===== config.mk =====
export PLATFORM = sky130hd
export DESIGN_NAME = enco_16x4_reg
export DESIGN_NICKNAME = d
export VERILOG_FILES = /design/src/rtl/enco_pkg.sv /design/src/rtl/enco_prio16.sv /design/src/rtl/enco_16x4_reg.sv
export SDC_FILE = /design/constraint.sdc
export NUM_CORES = 1
export LEC_CHECK = 0
export CELL_PAD_IN_SITES_DETAIL_PLACEMENT = 1
export CELL_PAD_IN_SITES_GLOBAL_PLACEMENT = 2
export CORE_MARGIN = 5
export CORE_UTILIZATION = 17
export CTS_BUF_LIST = sky130_fd_sc_hd__clkbuf_16
export DETAILED_ROUTE_END_ITERATION = 10
export PLACE_DENSITY = 0.79
export SETUP_SLACK_MARGIN = 0.15
export SLEW_MARGIN = 5
export SYNTH_ARGS = -nofsm -noshare
export SYNTH_HDL_FRONTEND = slang
export SYNTH_HIERARCHICAL = 1
export SYNTH_SLANG_ARGS = --single-unit

===== constraint.sdc =====
create_clock -name clk -period 1.7 [get_ports clk]
set_input_delay 0.34 -clock clk [delete_from_list [all_inputs] [get_ports clk]]
set_output_delay 0.34 -clock clk [all_outputs]
set_load 0.01 [all_outputs]

===== src/rtl/enco_pkg.sv =====
// Shared constants and helpers for the 16-to-4 encoder and its matching decoder.
// Provides IN_N, CODE_W and the onehot_ok popcount check.
package enco_pkg;

  localparam int IN_N   = 16;
  localparam int CODE_W = 4;

  // True when at most one bit is set: clearing the lowest set bit leaves nothing.
  function automatic logic onehot_ok(input logic [IN_N-1:0] v);
    logic [IN_N-1:0] low_cleared;
    low_cleared = v & (v - 1'b1);
    return (low_cleared == '0);
  endfunction

endpackage


===== src/rtl/enco_prio16.sv =====
// Combinational 16-bit highest-index priority encoder.
// Built as a binary halving tree: each code bit picks the upper or lower half.
module enco_prio16
  import enco_pkg::*;
(
  input  logic [IN_N-1:0]   vec,
  output logic [CODE_W-1:0] code,
  output logic              any_hi
);

  logic [7:0] half8;
  logic [3:0] half4;
  logic [1:0] half2;

  always_comb begin
    code    = '0;
    code[3] = |vec[15:8];
    half8   = code[3] ? vec[15:8] : vec[7:0];
    code[2] = |half8[7:4];
    half4   = code[2] ? half8[7:4] : half8[3:0];
    code[1] = |half4[3:2];
    half2   = code[1] ? half4[3:2] : half4[1:0];
    code[0] = half2[1];
    any_hi  = |vec;
  end

endmodule


===== src/rtl/enco_16x4_reg.sv =====
// Registered 16-to-4 encoder, one cycle latency, highest index wins.
// Define ENCO_ONEHOT_CHECK_EN to register a multi-hot flag on err.
module enco_16x4_reg
  import enco_pkg::*;
#(
  parameter logic [CODE_W-1:0] RESET_CODE = 4'd0
) (
  input  logic clk,
  input  logic rst,
  input  logic x0,
  input  logic x1,
  input  logic x2,
  input  logic x3,
  input  logic x4,
  input  logic x5,
  input  logic x6,
  input  logic x7,
  input  logic x8,
  input  logic x9,
  input  logic x10,
  input  logic x11,
  input  logic x12,
  input  logic x13,
  input  logic x14,
  input  logic x15,
  output logic s3,
  output logic s2,
  output logic s1,
  output logic s0,
  output logic valid,
  output logic err
);

  logic [IN_N-1:0]   req_vec;
  logic [CODE_W-1:0] prio_code;
  logic              prio_any;

  logic [CODE_W-1:0] code_d, code_q;
  logic              valid_d, valid_q;

  assign req_vec = {x15, x14, x13, x12,
                    x11, x10, x9,  x8,
                    x7,  x6,  x5,  x4,
                    x3,  x2,  x1,  x0};

  enco_prio16 u_prio (
    .vec    (req_vec),
    .code   (prio_code),
    .any_hi (prio_any)
  );

  always_comb begin
    code_d  = RESET_CODE;
    valid_d = 1'b0;
    if (rst) begin
      code_d  = RESET_CODE;
      valid_d = 1'b0;
    end else if (prio_any) begin
      code_d  = prio_code;
      valid_d = 1'b1;
    end
  end

  always_ff @(posedge clk) begin
    code_q  <= code_d;
    valid_q <= valid_d;
  end

  assign {s3, s2, s1, s0} = code_q;
  assign valid            = valid_q;

`ifdef ENCO_ONEHOT_CHECK_EN
  logic err_d, err_q;

  always_comb begin
    err_d = 1'b0;
    if (!rst) err_d = ~onehot_ok(req_vec);
  end

  always_ff @(posedge clk) begin
    err_q <= err_d;
  end

  assign err = err_q;
`else
  assign err = 1'b0;
`endif

endmodule


==> results of run 1 <==
cell type report:
class,count,share of cell area
multi-input cells,32,0.344
repair buffers,30,0.366
clock buffers,3,0.100
clock inverters,1,0.00502
well taps,27,0.0452
inverters,1,0.00502
flip-flops and latches,5,0.134
per-layer routing:
layer | GRT usage | wire length [um] | share of wire
met2 | 0.147 | 645 | 0.51
met3 | 0.0302 | 75 | 0.060
met4 | 0.0625 | 65 | 0.052
met1 | 0.0903 | 470 | 0.37
met5 | 0 | 0 | 0
cells by family after synthesis:
| group | synth area share |
|---|---|
| other cells | 0.0105 |
| simple gates | 0.460 |
| buf+inv | 0.0316 |
| flops | 0.281 |
| compound gates | 0.218 |
final timing paths:
kind | start | endpoint | slack, ns | cells past startpoint
setup / recovery | x4 | code_q[3] | 0.27 | 5
hold / removal | x9 | code_q[3] | 0.63 | 4
stage by stage:
step / util / setup TNS [ns]
floorplan: - / 0
global placement: 0.331 / -0.793
detailed placement: 0.331 / -0.967
CTS: 0.374 / 0
global route: 0.378 / 0
finish: 0.378 / 0
flip-flops by register name, summed over array words and instances (netlist names):
signal and count:
code_q 4, valid 1
repair_timing:
action                                  in CTS  in global routing
pin swaps                                    7                  4
gates resized for setup                     15                  3
setup buffers                                1                  0
endpoints found under the setup margin       5                  2
placed cells by master, fill, tap and decap left out, drive strengths merged:
cell / n
and4b: 1
dfxtp: 5
inv: 2
nor4: 2
or2: 2
nand3: 2
nand2: 2
o32a: 1
nor4b: 1
o2111ai: 1
o21ai: 2
and3b: 4
o31ai: 1
nor2: 6
nor2b: 1
clkdlybuf4s50: 8
buf: 8
conb: 1
nand4b: 1
o211ai: 1
a41o: 2
dlymetal6s2s: 3
clkbuf: 3
a211oi: 1
dlygate4sd2: 11
power breakdown:
part / switching (mW) / leakage (nW) / internal [mW]
sequential: 0.00177 / 0.0421 / 0.126
combinational: 0.0462 / 0.251 / 0.0629
clock: 0.0744 / 0.0423 / 0.304
==> results.sh, run 1 <==
export IMPL_status="complete, no violations"
export IMPL_cp_start_kind="input pin"
export IMPL_area_delta_synth_final_pct=110
export IMPL_grt_max_degree=6
export IMPL_min_path_type="input pin to register"
export IMPL_critPathKind="input pin to register"
export IMPL_grt_overflow_total=0
export IMPL_worstPathMaxFanout=5
export IMPL_gp_congestion=0.717
export IMPL_final_hold_viol_count=0
export IMPL_cts_buffers=3
export IMPL_die_y_um=55.8
export IMPL_setup_ws_ns=0.275
export IMPL_syn_inst=39
export IMPL_cpLargestDelayFamily="simple AND/OR/NAND/NOR gates"
export IMPL_finalCritPeriodShare=0.839
export IMPL_drv_slew=0
export IMPL_n_fill_cell=233
export IMPL_grt_usage=0.0877
export IMPL_fin_cells=99
export IMPL_initial_core_util=0.180
export IMPL_slowest_stage="nor4_4"
export IMPL_maxCapViolCount=0
export IMPL_endpoint_kind="register"
export IMPL_synthTopCellsByArea="dfxtp_1 28%, nor4_4 12%, and3b_1 9.8%"
export IMPL_synth_most_common_cell="nor2_1"
export IMPL_drt_iter0_drc=6
export IMPL_fin_crit_ns=1.43
export IMPL_place_inst=94
export IMPL_grt_pass1_wl_um=2160
export IMPL_total_power_mw=0.615
export IMPL_dieWidth_um=55.8
export IMPL_worstPathRequired_ns=1.81
export IMPL_crit_chain="dlygate4sd2_1, nor4_4, nand3_1, or2_1, and3b_1"
export IMPL_diodes=0
export IMPL_ys_seq_area_frac=0.281
export IMPL_cp_data_arrival_time_ns=1.54
export IMPL_vias=436
export IMPL_wl_per_cell_um=12.7
export IMPL_port_buffers=22
export IMPL_first_pass_iters=3
export IMPL_synth_cell_types=22
export IMPL_synth_top_area_share=0.281
export IMPL_synth_nets=57
export IMPL_syn_avg_cell_area_um2=9.14
export IMPL_timing_hold_ws_ns=0.631
export IMPL_cpPeakStageDelay_ns=0.36
export IMPL_core_area_mm2=0.00198
export IMPL_leakage_nw=0.336
export IMPL_grt_pass1_vias=487
export IMPL_synth_top_flop_cell="dfxtp_1"
export IMPL_async_reset_ff_frac=0
export IMPL_design_area_um2=748
export IMPL_yosys_area_top_type="dfxtp_1"
export IMPL_path_clk_slew_ns=0.03
export IMPL_avgViaCountPerCell=4.40
export IMPL_placed_cell_area_um2=656
export IMPL_drive_gt1_frac=0.264
export IMPL_wl_um=1260
export IMPL_hpwlAfterDp_um=982
export IMPL_drc_errors=0
export IMPL_cts_root_buffer="clkbuf_16"
export IMPL_rsz0062_at_grt="no"
export IMPL_die_area_mm2=0.00311
export IMPL_postRouteAntennaNets=0
export IMPL_worst_path_buf_inv=1
export IMPL_max_vdd_ir_drop_uv=408
export IMPL_hold_buffers=0
export IMPL_synth_common_cells="6 x nor2_1, 5 x dfxtp_1, 4 x and3b_1"
export IMPL_htree_num_levels=1
export IMPL_ys_seq_elements=5
export IMPL_cts_sinks=5
export IMPL_setup_viol_count_final=0
export IMPL_clock_path_buffers=2
export IMPL_dp_slack_ns=-0.208
export IMPL_ys_warn_count=6
export IMPL_synth_edff_count=0
export IMPL_fmax_mhz=702
export IMPL_multiInputGateArea_um2=258
export IMPL_p_per_area_mw_per_mm2=822
export IMPL_rows=16
export IMPL_antenna_found_initial=0
export IMPL_syn_cell_area_um2=357
export IMPL_io_pins=24
export IMPL_tritoncts="done"
export IMPL_nets=91
export IMPL_ff_latch_area_um2=100
Note: power is estimated with default switching activity, not from simulation.
==> run 2: changes to the inputs <==
==> constraint.sdc (replaced) <==
create_clock -name clk -period 1.48 [get_ports clk]
set_input_delay 0.296 -clock clk [delete_from_list [all_inputs] [get_ports clk]]
set_output_delay 0.296 -clock clk [all_outputs]
set_load 0.01 [all_outputs]
==> run 2 against run 1 <==
  * Non-clock buffer count unchanged
  * Via count fell by 1.4%
  * Cell count did not move
  * Core utilization down 1.5 points
  * Clock power up 13%
  * Final area decreased by 4.0%
  * Sequential share of layout area rose by 0.56 points
  * First-iteration DRC count is 50% higher
  * Sequential cell count did not move
  * Die area did not move
  * Critical path type unchanged
  * Critical path depth rose by 2
==> results.sh, run 2 (synthesis results as in run 1) <==
export IMPL_core_area_mm2=0.00198
export IMPL_io_pins=24
export IMPL_grt_max_degree=6
export IMPL_avgViaCountPerCell=4.34
export IMPL_worstPathRequired_ns=1.65
export IMPL_p_int_mw=0.557
export IMPL_grt_usage=0.0821
export IMPL_clock_path_buffers=2
export IMPL_p_switching_mw=0.133
export IMPL_wl_um=1170
export IMPL_endpoint_kind="register"
export IMPL_final_common_cell="dlygate4sd2_1"
export IMPL_status="complete, no violations"
export IMPL_dieWidth_um=55.8
export IMPL_layout_common_cells="9 x dlygate4sd2_1, 8 x buf_4, 5 x dfxtp_1"
export IMPL_hpwlAfterDp_um=980
export IMPL_htree_num_levels=1
export IMPL_finalCritPeriodShare=0.871
export IMPL_cts_root_buffer="clkbuf_16"
export IMPL_setup_ws_ns=0.191
export IMPL_antenna_found_initial=0
export IMPL_max_vdd_ir_drop_uv=428
export IMPL_fin_cells=99
export IMPL_path_clk_slew_ns=0.03
export IMPL_regMostFlops="code_q"
export IMPL_gp_congestion=0.718
export IMPL_diodes=0
export IMPL_comb_power_share=0.169
export IMPL_tritoncts="done"
export IMPL_min_path_type="input pin to register"
export IMPL_wl_per_cell_um=11.9
export IMPL_drc_errors=0
export IMPL_vias=430
export IMPL_clkPwrFrac=0.620
export IMPL_switching_share=0.192
export IMPL_fmax_mhz=776
export IMPL_seq_power_share=0.211
export IMPL_leakage_nw=0.313
export IMPL_critPathKind="input pin to register"
export IMPL_area_delta_synth_final_pct=101
export IMPL_nets=91
export IMPL_port_buffers=22
export IMPL_postRouteAntennaNets=0
export IMPL_cts_sinks=5
export IMPL_place_inst=94
export IMPL_cts_buffers=3
export IMPL_first_pass_iters=4
export IMPL_rsz0062_at_grt="no"
export IMPL_die_y_um=55.8
export IMPL_initial_core_util=0.180
export IMPL_cp_start_kind="input pin"
export IMPL_worstPathMaxFanout=2
export IMPL_maxCapViolCount=0
export IMPL_fin_crit_ns=1.29
export IMPL_cp_data_arrival_time_ns=1.46
export IMPL_grt_pass1_wl_um=2060
export IMPL_drt_iter0_drc=9
export IMPL_drive_gt1_frac=0.389
export IMPL_rows=16
export IMPL_p_per_area_mw_per_mm2=961
export IMPL_setup_viol_count_final=0
export IMPL_final_hold_viol_count=0
export IMPL_grt_pass1_vias=467
export IMPL_grt_overflow_total=0
export IMPL_largest_reg_flops=4
export IMPL_die_area_mm2=0.00311
export IMPL_drv_slew=0
export IMPL_hold_buffers=0
export IMPL_dp_slack_ns=-0.367
[run 2: layout make-up]
class	count	area [um^2]
clock inverters	1	3.75
well taps	27	33.8
repair buffers	30	241
fillers	236	1260
flip-flops and latches	5	100
inverters	1	3.75
multi-input cells	32	260
clock buffers	3	75.1
[run 2: timing repair]
| action | CTS | global route |
|---|---|---|
| gates resized for setup | 36 | 8 |
| buffers inserted | 0 | 1 |
| pin swaps | 11 | 7 |
| endpoints found under the setup margin | 10 | 5 |
[run 2: routing by layer]
layer | share of wire | GRT usage | vias to the layer above
met2 | 0.50 | 0.140 | 12
li1 | - | - | 216
met1 | 0.45 | 0.0905 | 202
met3 | 0.055 | 0.0255 | 0
met4 | 0 | 0.0417 | 0
met5 | 0 | 0 | -
[run 2: critical path: stages]
cell and delay, ns:
clkdlybuf4s15_2 0.21, nor4_4 0.29, buf_4 0.16, a41o_2 0.18, o211ai_1 0.07, nand4b_1 0.10, and3b_1 0.14
[run 2: worst paths after layout]
path	endpoint	cells after the start	slack, ns	start
max	code_q[0]	7	0.19	x12
min	code_q[0]	4	0.50	x11
[run 2: power by group through the flow]
stage / clock (mW) / sequential [mW] / combinational, mW
global placement: 0 / 0.148 / 0.132
floorplan: 0 / 0.153 / 0.0341
finish: 0.428 / 0.146 / 0.117
CTS: 0.438 / 0.146 / 0.120
global route: 0.449 / 0.147 / 0.127
detailed placement: 0 / 0.148 / 0.133
[run 2: per-stage QoR]
| step | TNS, ns | hold slack [ns] | utilization | area [um^2] | total power [mW] |
|---|---|---|---|---|---|
| after floorplan | 0 | 0.368 | - | 357 | 0.187 |
| after global routing | 0 | 0.520 | 0.362 | 718 | 0.723 |
| after global placement | -1.67 | 0.937 | 0.331 | 656 | 0.280 |
| final | 0 | 0.502 | 0.362 | 718 | 0.690 |
| after detailed placement | -1.77 | 0.935 | 0.331 | 656 | 0.281 |
| after CTS | 0 | 0.576 | 0.369 | 732 | 0.704 |
==> run 3: changes to the inputs <==
--- a/config.mk
+++ b/config.mk
@@ -12,6 +12,7 @@
 export CTS_BUF_LIST = sky130_fd_sc_hd__clkbuf_16
 export DETAILED_ROUTE_END_ITERATION = 10
 export PLACE_DENSITY = 0.79
+export RECOVER_POWER = 100
 export SETUP_SLACK_MARGIN = 0.15
 export SLEW_MARGIN = 5
 export SYNTH_ARGS = -nofsm -noshare
==> constraint.sdc (replaced) <==
create_clock -name clk -period 1.48 [get_ports clk]
set_input_delay 0.148 -clock clk [delete_from_list [all_inputs] [get_ports clk]]
set_output_delay 0.148 -clock clk [all_outputs]
set_load 0.01 [all_outputs]
==> run 3 against run 2 <==
  * First-iteration DRC count down 67%
  * Cell count unchanged
  * Combinational power up 3%
  * Routed wire length up 6.5%
  * Final area up 3.1%
  * Largest power group unchanged
==> results.sh, run 3 (synthesis results as in run 1) <==
export IMPL_grt_pass1_vias=487
export IMPL_worst_path_buf_inv=1
export IMPL_nets=91
export IMPL_status="complete, no violations"
export IMPL_fin_tns_setup_ns=0
export IMPL_grt_pass1_wl_um=2160
export IMPL_path_depth=1
export IMPL_critPathKind="register to output port"
export IMPL_cpPeakStageDelay_ns=0.60
export IMPL_postRouteAntennaNets=0
export IMPL_multiInputGateArea_um2=258
export IMPL_antenna_found_initial=0
export IMPL_fin_cells=99
export IMPL_die_y_um=55.8
export IMPL_final_common_cell="dlygate4sd2_1"
export IMPL_worstPathRequired_ns=1.33
export IMPL_timing_hold_ws_ns=0.445
export IMPL_gp_congestion=0.715
export IMPL_setup_viol_count_final=0
export IMPL_drv_slew=0
export IMPL_clock_path_buffers=2
export IMPL_hpwlAfterDp_um=982
export IMPL_grt_overflow_total=0
export IMPL_rsz0062_at_grt="no"
export IMPL_largest_reg_flops=4
export IMPL_core_area_mm2=0.00198
export IMPL_fmax_mhz=783
export IMPL_hold_buffers=0
export IMPL_path_clk_slew_ns=0.03
export IMPL_cts_buffers=3
export IMPL_port_buffers=22
export IMPL_wl_um=1250
export IMPL_drive_gt1_frac=0.264
export IMPL_utilization=0.374
export IMPL_final_hold_viol_count=0
export IMPL_cts_root_buffer="clkbuf_16"
export IMPL_total_power_mw=0.702
export IMPL_n_fill_cell=235
export IMPL_drc_errors=0
export IMPL_max_vdd_ir_drop_uv=468
export IMPL_wl_per_cell_um=12.6
export IMPL_first_pass_iters=3
export IMPL_io_pins=24
export IMPL_crit_chain="dlygate4sd3_1"
export IMPL_worstPathMaxFanout=1
export IMPL_tritoncts="done"
export IMPL_grt_max_degree=6
export IMPL_avgViaCountPerCell=4.39
export IMPL_layout_common_cells="13 x dlygate4sd2_1, 8 x buf_4, 5 x dfxtp_1, 5 x dlygate4sd3_1, 4 x and3b_1"
export IMPL_dieWidth_um=55.8
export IMPL_whs_path_depth=4
export IMPL_htree_num_levels=1
export IMPL_place_inst=94
export IMPL_finalCritPeriodShare=0.862
export IMPL_cp_start_kind="register"
export IMPL_slowest_stage="dlygate4sd3_1"
export IMPL_regMostFlops="code_q"
export IMPL_ff_latch_area_um2=100
export IMPL_min_path_type="input pin to register"
export IMPL_maxCapViolCount=0
export IMPL_die_area_mm2=0.00311
export IMPL_vias=435
export IMPL_cp_data_arrival_time_ns=1.13
export IMPL_diodes=0
export IMPL_cts_sinks=5
export IMPL_endpoint_kind="output port"
export IMPL_leakage_nw=0.324
export IMPL_p_per_area_mw_per_mm2=948
export IMPL_area_delta_synth_final_pct=108
export IMPL_grt_usage=0.0877
export IMPL_rows=16
export IMPL_initial_core_util=0.180
export IMPL_drt_iter0_drc=3
export IMPL_cpLargestDelayFamily="buffers and inverters"
export IMPL_fin_crit_ns=1.28
-- run 3: final timing paths --
path | from | to | slack [ns]
setup / recovery | code_q[2] | s2 | 0.20
hold / removal | x8 | code_q[3] | 0.44
-- run 3: final cells by class --
cell class / count / area share
clock buffers: 3 / 0.101
flip-flops and latches: 5 / 0.135
well taps: 27 / 0.0456
repair buffers: 30 / 0.360
clock inverters: 1 / 0.00507
multi-input cells: 32 / 0.348
inverters: 1 / 0.00507
-- run 3: where the power goes --
group	total [mW]	switching, mW	internal (mW)
Clock	0.435	0.0855	0.350
Sequential	0.146	0.00166	0.144
Combinational	0.121	0.0530	0.0681
-- run 3: stage by stage --
stage | instance area, um^2 | setup slack, ns
6_report | 741 | 0.204
3_3_place_gp | 656 | -0.196
2_1_floorplan | 357 | 0.349
5_1_grt | 741 | 0.127
4_1_cts | 738 | 0.157
3_5_place_dp | 656 | -0.236
-- run 3: what timing repair did --
item / in CTS / in global routing
endpoints found under the setup margin: 5 / 4
setup buffers: 1 / 0
cloned: 0 / 0
gates resized for setup: 17 / 1
pin swaps: 8 / 1
-- run 3: per-layer routing --
| metal | GRT usage | up-vias | wire length [um] |
|---|---|---|---|
| li1 | - | 217 | - |
| met1 | 0.0903 | 195 | 460 |
| met2 | 0.147 | 17 | 648 |
| met3 | 0.0302 | 6 | 75 |
| met4 | 0.0625 | 0 | 65 |
| met5 | 0 | - | 0 |
